[src/rtl/auto_opponent.sv]
// Automatic P2 player: snapshots the board on its turn, scans the eight lines,
// picks win > block > centre > corner > edge, then plays and waits for the mark.
module auto_opponent #(
  parameter int THINK_CYCLES = 4,
  parameter int HOLD_CYCLES  = 2,
  parameter int WAIT_TIMEOUT = 16
) (
  input  logic       clk,
  input  logic       reset,
  input  logic       enable,
  input  logic [1:0] pos0,
  input  logic [1:0] pos1,
  input  logic [1:0] pos2,
  input  logic [1:0] pos3,
  input  logic [1:0] pos4,
  input  logic [1:0] pos5,
  input  logic [1:0] pos6,
  input  logic [1:0] pos7,
  input  logic [1:0] pos8,
  input  logic [1:0] winner,
  output logic       p2,
  output logic [3:0] p2_pos,
  output logic       busy,
  output logic       move_err
);

  localparam int MAXA = (THINK_CYCLES > HOLD_CYCLES) ? THINK_CYCLES : HOLD_CYCLES;
  localparam int MAXV = (MAXA > WAIT_TIMEOUT) ? MAXA : WAIT_TIMEOUT;
  localparam int CW   = (MAXV > 1) ? $clog2(MAXV + 1) : 1;

  typedef enum logic [2:0] {S_IDLE, S_SCAN, S_DECIDE, S_THINK, S_PLAY, S_WAIT} state_t;

  state_t          r_state, w_next;
  logic [1:0]      r_snap [9];
  logic [3:0]      r_snap_n10;
  logic [2:0]      r_line;
  logic            r_win_vld, r_blk_vld;
  logic [3:0]      r_win_cell, r_blk_cell, r_choice, r_p2_pos;
  logic [CW-1:0]   r_cnt;
  logic            r_move_err;

  logic [1:0]      w_cells [9];
  logic [3:0]      w_n01, w_n10;
  logic            w_any_empty, w_turn, w_abort, w_err;
  logic [3:0]      w_a, w_b, w_c, w_line_empty, w_choice;
  logic [1:0]      w_l10, w_l01, w_l00;
  logic            w_line_win, w_line_blk;

  assign w_cells = '{pos0, pos1, pos2, pos3, pos4, pos5, pos6, pos7, pos8};

  function automatic logic [11:0] line_cells(input logic [2:0] l);
    case (l)
      3'd0:    return {4'd0, 4'd1, 4'd2};
      3'd1:    return {4'd3, 4'd4, 4'd5};
      3'd2:    return {4'd6, 4'd7, 4'd8};
      3'd3:    return {4'd0, 4'd3, 4'd6};
      3'd4:    return {4'd1, 4'd4, 4'd7};
      3'd5:    return {4'd2, 4'd5, 4'd8};
      3'd6:    return {4'd0, 4'd4, 4'd8};
      default: return {4'd2, 4'd4, 4'd6};
    endcase
  endfunction

  always_comb begin
    w_n01       = '0;
    w_n10       = '0;
    w_any_empty = 1'b0;
    for (int i = 0; i < 9; i++) begin
      if (w_cells[i] == 2'b01) w_n01 = w_n01 + 4'd1;
      if (w_cells[i] == 2'b10) w_n10 = w_n10 + 4'd1;
      if (w_cells[i] == 2'b00) w_any_empty = 1'b1;
    end
  end

  assign w_turn  = enable && (winner == 2'b00) && w_any_empty && (w_n01 == w_n10 + 4'd1);
  assign w_abort = !enable || (winner != 2'b00);

  // Line evaluation always reads the snapshot, never the live board.
  always_comb begin
    {w_a, w_b, w_c} = line_cells(r_line);
    w_l10 = 2'(r_snap[w_a] == 2'b10) + 2'(r_snap[w_b] == 2'b10) + 2'(r_snap[w_c] == 2'b10);
    w_l01 = 2'(r_snap[w_a] == 2'b01) + 2'(r_snap[w_b] == 2'b01) + 2'(r_snap[w_c] == 2'b01);
    w_l00 = 2'(r_snap[w_a] == 2'b00) + 2'(r_snap[w_b] == 2'b00) + 2'(r_snap[w_c] == 2'b00);
    if (r_snap[w_a] == 2'b00)      w_line_empty = w_a;
    else if (r_snap[w_b] == 2'b00) w_line_empty = w_b;
    else                           w_line_empty = w_c;
    w_line_win = (w_l10 == 2'd2) && (w_l00 == 2'd1);
    w_line_blk = (w_l01 == 2'd2) && (w_l00 == 2'd1);
  end

  always_comb begin
    w_choice = 4'd0;
    if (r_win_vld)                w_choice = r_win_cell;
    else if (r_blk_vld)           w_choice = r_blk_cell;
    else if (r_snap[4] == 2'b00)  w_choice = 4'd4;
    else if (r_snap[0] == 2'b00)  w_choice = 4'd0;
    else if (r_snap[2] == 2'b00)  w_choice = 4'd2;
    else if (r_snap[6] == 2'b00)  w_choice = 4'd6;
    else if (r_snap[8] == 2'b00)  w_choice = 4'd8;
    else if (r_snap[1] == 2'b00)  w_choice = 4'd1;
    else if (r_snap[3] == 2'b00)  w_choice = 4'd3;
    else if (r_snap[5] == 2'b00)  w_choice = 4'd5;
    else if (r_snap[7] == 2'b00)  w_choice = 4'd7;
  end

  always_comb begin
    w_next = r_state;
    w_err  = 1'b0;
    case (r_state)
      S_IDLE:   if (w_turn) w_next = S_SCAN;
      S_SCAN:   if (w_abort) w_next = S_IDLE;
                else if (r_line == 3'd7) w_next = S_DECIDE;
      S_DECIDE: if (w_abort) w_next = S_IDLE;
                else w_next = (THINK_CYCLES == 0) ? S_PLAY : S_THINK;
      S_THINK:  if (w_abort) w_next = S_IDLE;
                else if (r_cnt == '0) w_next = S_PLAY;
      S_PLAY:   if (w_abort) w_next = S_IDLE;
                else if (r_cnt == '0) w_next = S_WAIT;
      S_WAIT:   if (w_n10 == r_snap_n10 + 4'd1) w_next = S_IDLE;
                else if (r_cnt == '0) begin
                  w_next = S_IDLE;
                  w_err  = 1'b1;
                end
      default:  w_next = S_IDLE;
    endcase
  end

  always_ff @(posedge clk) begin
    if (!reset) begin
      r_state    <= S_IDLE;
      r_snap     <= '{default: 2'b00};
      r_snap_n10 <= '0;
      r_line     <= '0;
      r_win_vld  <= 1'b0;
      r_blk_vld  <= 1'b0;
      r_win_cell <= '0;
      r_blk_cell <= '0;
      r_choice   <= '0;
      r_p2_pos   <= '0;
      r_cnt      <= '0;
      r_move_err <= 1'b0;
    end else begin
      r_state    <= w_next;
      r_move_err <= w_err;
      if (r_state == S_IDLE && w_next == S_SCAN) begin
        r_snap     <= w_cells;
        r_snap_n10 <= w_n10;
        r_line     <= '0;
        r_win_vld  <= 1'b0;
        r_blk_vld  <= 1'b0;
      end
      if (r_state == S_SCAN) begin
        if (r_line != 3'd7) r_line <= r_line + 3'd1;
        if (w_line_win && !r_win_vld) begin
          r_win_vld  <= 1'b1;
          r_win_cell <= w_line_empty;
        end
        if (w_line_blk && !r_blk_vld) begin
          r_blk_vld  <= 1'b1;
          r_blk_cell <= w_line_empty;
        end
      end
      if (r_state == S_DECIDE) r_choice <= w_choice;
      // DECIDE can jump straight to PLAY, so take the combinational choice there.
      if (w_next == S_PLAY && r_state != S_PLAY)
        r_p2_pos <= (r_state == S_DECIDE) ? w_choice : r_choice;
      if (w_next != r_state) begin
        case (w_next)
          S_THINK: r_cnt <= CW'(THINK_CYCLES - 1);
          S_PLAY:  r_cnt <= CW'(HOLD_CYCLES - 1);
          S_WAIT:  r_cnt <= CW'(WAIT_TIMEOUT - 1);
          default: r_cnt <= '0;
        endcase
      end else if (r_cnt != '0) begin
        r_cnt <= r_cnt - CW'(1);
      end
    end
  end

  assign p2       = (r_state == S_PLAY);
  assign p2_pos   = r_p2_pos;
  assign busy     = (r_state != S_IDLE);
  assign move_err = r_move_err;

endmodule

[config.mk]
export PLATFORM = sky130hd
export DESIGN_NAME = auto_opponent
export DESIGN_NICKNAME = d
export VERILOG_FILES = /design/src/rtl/auto_opponent.sv
export SDC_FILE = /design/constraint.sdc
export NUM_CORES = 1
export LEC_CHECK = 0
export CORE_ASPECT_RATIO = 0.75
export CORE_MARGIN = 2
export CORE_UTILIZATION = 45
export DETAILED_ROUTE_END_ITERATION = 10
export DONT_BUFFER_PORTS = 1
export PLACE_DENSITY = 0.63
export SYNTH_ARGS = -nofsm -noshare
export SYNTH_HDL_FRONTEND = slang
export SYNTH_SLANG_ARGS = --single-unit
[constraint.sdc]
create_clock -name clk -period 6.8 [get_ports clk]
set_input_delay 1.36 -clock clk [delete_from_list [all_inputs] [get_ports clk]]
set_output_delay 1.36 -clock clk [all_outputs]
set_load 0.01 [all_outputs]
======== Yosys cells after proc, flatten, opt, wreduce, memory -nomap -nowiden ========
Index checks and enable logic that the tools add are counted.
operators by class
  $add $sub $neg .......................... 26
  $lt $le $gt $ge ......................... 3
  equality and inequality tests ........... 48
  multiplexer cells ....................... 75
  bitwise logic cells ..................... 5
  reductions and logical operators ........ 45
operator list
  cell                   number
  $mux W4                26
  $pmux W11 S7           1
  $add A4 B1 Y4 const B  18
  $mux W3                16
  $logic_not A2 Y1       22
  $eq A2 B2 Y1 const B   14
  $eq A2 B1 Y1 const B   13
  $bmux W2 S4            3
  $eq A3 B3 Y1 const B   8
  $mux W1                18
  $pmux W3 S6            1
  $eq A3 B2 Y1 const B   5
  $ge A5 B5 Y1 const B   3
  $not A4 Y5             3
  $mux W2                7
  $pmux W4 S3            1
  $mux W5                2
  $eq A3 B1 Y1 const B   3
  $logic_and A1 B1 Y1    9
  $eq A4 B4 Y1           2
  $add A1 B1 Y2          3
  $add A2 B1 Y2          3
  $logic_not A3 Y1       2
  $ne A3 B3 Y1 const B   2
  12 further kinds       17
storage, ports and cells
  register bits ........................... 52
  bits of input ports ..................... 23
  output and inout port bits .............. 7
  word-level logic and storage cells ...... 222

======== Longest topological paths before layout ========
  depth in word-level cells ............... 28
  mapped depth ............................ 37
  mapped depth without buffers ............ 37

======== Worst setup path after synthesis ========
No wires, ideal clock.
  path type ............................... input -> register
  start ................................... input port pos0[1]
  end ..................................... register r_cnt[0]
  setup time .............................. 0.119 ns
  arrival time ............................ 7.288 ns
  setup slack ............................. -0.607 ns
  stages .................................. 37
  cells stage by stage .................... nor2b_1 -> inv_1 -> ha_1 -> nor3b_1 -> a21oi_1 -> inv_1 -> ha_1 -> nor3b_1 -> a21oi_1 -> ha_1 -> nor3b_1 -> nor3_1 -> ha_1 -> nand2_1 -> o21ai_0 -> ha_1 -> nand2b_1 -> nand2_1 -> inv_1 -> ha_1 -> nand2_1 -> o21ai_0 -> ha_1 -> nor2_1 -> a21oi_1 -> a21o_1 -> ha_1 -> xnor2_1 -> nor2_1 -> nor4_1 -> nand2_1 -> mux2i_1 -> o211ai_1 -> mux2_4 -> nand3_4 -> mux2_4 -> o221a_1
between the ends
  longest elaborated chain between the ends .. 26
ends and longest elaborated chain
  element                                       RTL line  source
  from (decl)                                   11        input logic [1:0] pos0,
  $eq A2 B2 Y1 *                                70        if (w_cells[i] == 2'b10) w_n10 = w_n10 + 4'd1;
  $mux W1 *                                     70
  $add A4 B1 Y4                                 70
  $mux W4 *                                     70
  $add A4 B1 Y4                                 70
  $mux W4 *                                     70
  $add A4 B1 Y4                                 70
  $mux W4 *                                     70
  (+10 left out)                                --
  net w_n10[1]                                  43        logic [3:0] w_n01, w_n10;
  $add A4 B1 Y4                                 75        assign w_turn = enable && (winner == 2'b00) && w_any_empty && (w_n01 == w_n10 + 4'd1);
  $eq A4 B4 Y1                                  75
  $logic_and A1 B1 Y1                           75
  $mux W3                                       110       S_IDLE: if (w_turn) w_next = S_SCAN;
  $pmux W3 S6 *                                 109       case (r_state)
  $eq A3 B3 Y1 or $eq A3 B2 Y1 (tied branches)  168       case (w_next)
  $pmux W4 S3                                   168
  $mux W5                                       167       if (w_next != r_state) begin
  to (signal assigned)                          169       S_THINK: r_cnt <= CW'(THINK_CYCLES - 1);
  to (signal assigned)                          170       S_PLAY: r_cnt <= CW'(HOLD_CYCLES - 1);
  to (signal assigned)                          171       S_WAIT: r_cnt <= CW'(WAIT_TIMEOUT - 1);
  to (decl)                                     39        logic [CW-1:0] r_cnt;
The timed path passes the listed nets; every way through them passes the cells marked *.
A chain may end at the register's enable or synchronous reset.

======== Worst setup path in the final report ========
  start ................................... input port pos0[1]
  end ..................................... register r_cnt[1]
Same word-level chain as after synthesis.

==> metrics.md <==
| Metric | Value |
|---|---|
| Final Max Slew Viols | `0` |
| Ant diodes | `0` |
| Area delta synth->final | `17.8%` |
| Outcome | `finished, violations left` |
| Global route overflow | `0` |
| Die Height | `92.4 µm` |
| Kind of critical path | `in -> reg` |
| Psw | `396 µW` |
| Cell leakage power | `2.29 nW` |
| Ys Warns | `0` |
| Largest net degree at the start of global routing | `31` |
| Share of cells above drive strength 1 | `0.180` |
| Clock network power share | `0.246` |
| Final setup violation count | `29` |
| Mapped cell area | `4690 µm²` |
| H-tree levels | `2` |
| Yosys cell types | `70` |
| Synth Flop Type | `dfxtp_1` |
| Min-delay src | `r_choice[0]` |
| Half-perimeter wire length after detailed placement | `9.23 mm` |
| Die width | `122 µm` |
| DR DRC count | `0` |
| CP max stage delay | `0.33 ns` |
| WP data required | `6.98 ns` |
| Reg2Reg Depth | `13` |
| Sequential share of power | `0.291` |
| Reg2reg end | `r_blk_cell[1]` |
| Initial Util | `0.459` |
| Top-area cell type share of the netlist area | `0.222` |
| DR WL/cell | `15.6 µm` |
| Worst Path Arrival | `7.24 ns` |
| Vias in the first global route | `4259` |
| CTS buffer count | `5` |
| Final hold violations | `0` |
| Tot GR Track Use | `0.229` |
| Failing checks | `negative setup slack` |
| Fin util | `0.541` |
| Tmin final | `7.06 ns` |
| Clock skew | `0.00349 ns` |
| Nets@finish | `685` |
| Async set-reset flop share out of synthesis | `0` |
| CP max stage cell | `ha_1` |
| Worst vdd ir | `0.197 mV` |
| Hold Path Stages | `2` |
| Crit start category | `input pin` |
| DR pass1 iterations | `5` |
| Port bufs | `0` |
| Cts hold-fix bufs | `0` |
| Rel. slew slack | `0.530` |
| F_max | `142 MHz` |
| Die area | `11300 µm²` |
| Power Internal | `772 µW` |
| Worst-Margin Slew | `0.703 ns` |
| Post-DRT Antenna Nets | `0` |
| Total number of vias | `4370` |
| Area leader, netlist | `dfxtp_1` |
| First-pass GRT wire length | `20.7 mm` |
| Fillers | `949` |
| Sum Neg Setup Slack | `-1.94 ns` |
| Unrepaired setup endpoints after global routing | `yes` |
| Max-Cap Viols | `0` |
| Hold Crit Endpoint | `r_choice[0]` |
| Vias/cell | `5.67` |
| CTS tree | `yes` |
| Sink Count | `52` |
| Worst path top cell family by delay | `adder cells` |
| Core area | `10200 µm²` |
| #FFs+latches synth | `52` |
| Mapped Cells | `603` |
| Endpoint class of the critical path | `flip-flop` |
| Final WL | `12.1 mm` |
| Clock Path Buffers | `2` |
| Clock Tree Root | `clkbuf_16` |
| 1st-iter DRT viols | `279` |
| Skew-Pair Late Insertion Delay | `0.29 ns` |
| Combinational share of power | `0.464` |
| Sequential cell area fraction in the yosys report | `0.222` |
| Site Rows | `32` |
| Hold WS | `0.459 ns` |
| Final Power | `1.17 mW` |
| Routability cong. | `0.908` |
| Sw frac | `0.339` |
| Worst Path Buf+Inv | `3` |
| Antenna violations before repair | `0` |
| Hold Path Class | `reg -> reg` |
| Crit-path max FO | `4` |
| Slack of the worst reg-to-reg path | `2.55 ns` |
| Io pins | `30` |
| Synth top area cells | `dfxtp_1 (22%), ha_1 (6.7%), nand2_1 (6.3%)` |
| Pwr Density | `212 nW/µm²` |
| FF-to-FF Start | `r_line[2]` |
| Mean Syn Cell Area | `7.78 µm²` |
| Clk slew on worst S/H paths | `0.07 ns` |
| Tcrit/Tclk final | `1.04` |
| Syn Nets | `654` |
| Worst setup margin | `-0.259 ns` |
| Number of synthesized flops with an enable pin | `0` |
| Crit path from | `pos0[1]` |
area by class of cell:
| class | count | area (µm²) | share of cell area |
|---|---|---|---|
| Sequential cell | 52 | 1040 | 0.188 |
| Tap cell | 136 | 170 | 0.0308 |
| Inverter | 22 | 85.1 | 0.0154 |
| Multi-Input combinational cell | 503 | 3670 | 0.664 |
| Clock inverter | 2 | 38.8 | 0.00702 |
| Clock buffer | 6 | 129 | 0.0233 |
| Timing Repair Buffer | 50 | 392 | 0.0709 |
cells in the mapped netlist (10+ instances only):
cell type	instances
nand2_1	79
nor2_1	71
a21oi_1	58
dfxtp_1	52
mux2i_1	26
ha_1	25
xnor2_1	25
nand2b_1	24
clkbuf_1	21
inv_1	21
nor2b_1	19
o21ai_0	15
nand3_1	13
nor3_1	10
cell usage in the layout (no fill, tap or decap), types with 13 or more instances in the layout:
cell,instances
mux2i_1,25
dfxtp_1,52
o21ai_0,13
nor2b_1,18
buf_4,48
nand2b_1,22
a21oi_1,57
ha_1,20
nand2_1,77
inv_1,17
xnor2_1,23
nor2_1,71
nand3_1,13
metal layers:
layer	global-route usage	wire length, µm	part of all wire	up-vias
li1	-	-	-	2181
met1	0.331	6000	0.50	2064
met2	0.350	5240	0.43	112
met3	0.0419	694	0.058	13
met4	0.0584	121	0.010	0
met5	0	0	0	-
how the worst max path moves through the flow:
stage,depth (start not counted),slack [ns],to
CTS,37,-0.06,r_cnt[1]
finish,37,-0.26,r_cnt[1]
global placement,37,-0.42,r_cnt[1]
global route,37,-0.64,r_cnt[1]
detailed placement,37,-0.64,r_cnt[1]
floorplan,37,-0.38,r_cnt[0]
cell families (layout without fill, tap and decap cells):
| kind of cell | after synthesis | count (layout) | share of synthesized area |
|---|---|---|---|
| and+or+nand+nor | 273 | 273 | 0.292 |
| AOI/OAI and AO/OA | 122 | 122 | 0.164 |
| DFF | 52 | 52 | 0.222 |
| buffers and inverters | 48 | 80 | 0.0398 |
| xor gates and xnor gates | 45 | 45 | 0.117 |
| muxes | 34 | 34 | 0.0840 |
| adders and majority gates | 29 | 29 | 0.0816 |
worst min-delay path, cell delays in order (launching register included):
cell and delay [ns]:
dfxtp_1 0.31, nand2_1 0.05, a21oi_1 0.05
power groups by stage:
| stage | combinational (mW) | clock (mW) | sequential, mW |
|---|---|---|---|
| floorplan | 0.363 | 0 | 0.341 |
| global placement | 0.471 | 0 | 0.346 |
| detailed placement | 0.483 | 0 | 0.346 |
| CTS | 0.519 | 0.294 | 0.339 |
| global route | 0.601 | 0.307 | 0.342 |
| finish | 0.542 | 0.287 | 0.340 |
sequential cells by signal (all words and copies together) (netlist names), 4 cells and up:
signal      cells
r_choice        4
r_snap_n10      4
r_blk_cell      4
r_cnt           5
r_win_cell      4
p2_pos          4
r_snap         18
stage by stage:
stage	setup WS, ns	area [µm²]	std cells
detailed placement	-0.644	5130	751
finish	-0.259	5520	771
global placement	-0.416	5130	751
CTS	-0.0604	5450	767
global route	-0.640	5520	771
floorplan	-0.379	4770	603
repair_timing:
action                     CTS  global route
resized for setup           17            10
pin swaps                   21            16
setup endpoints to repair   30            33
setup buffers                8             4
Note: power is estimated with default switching activity, not from simulation.
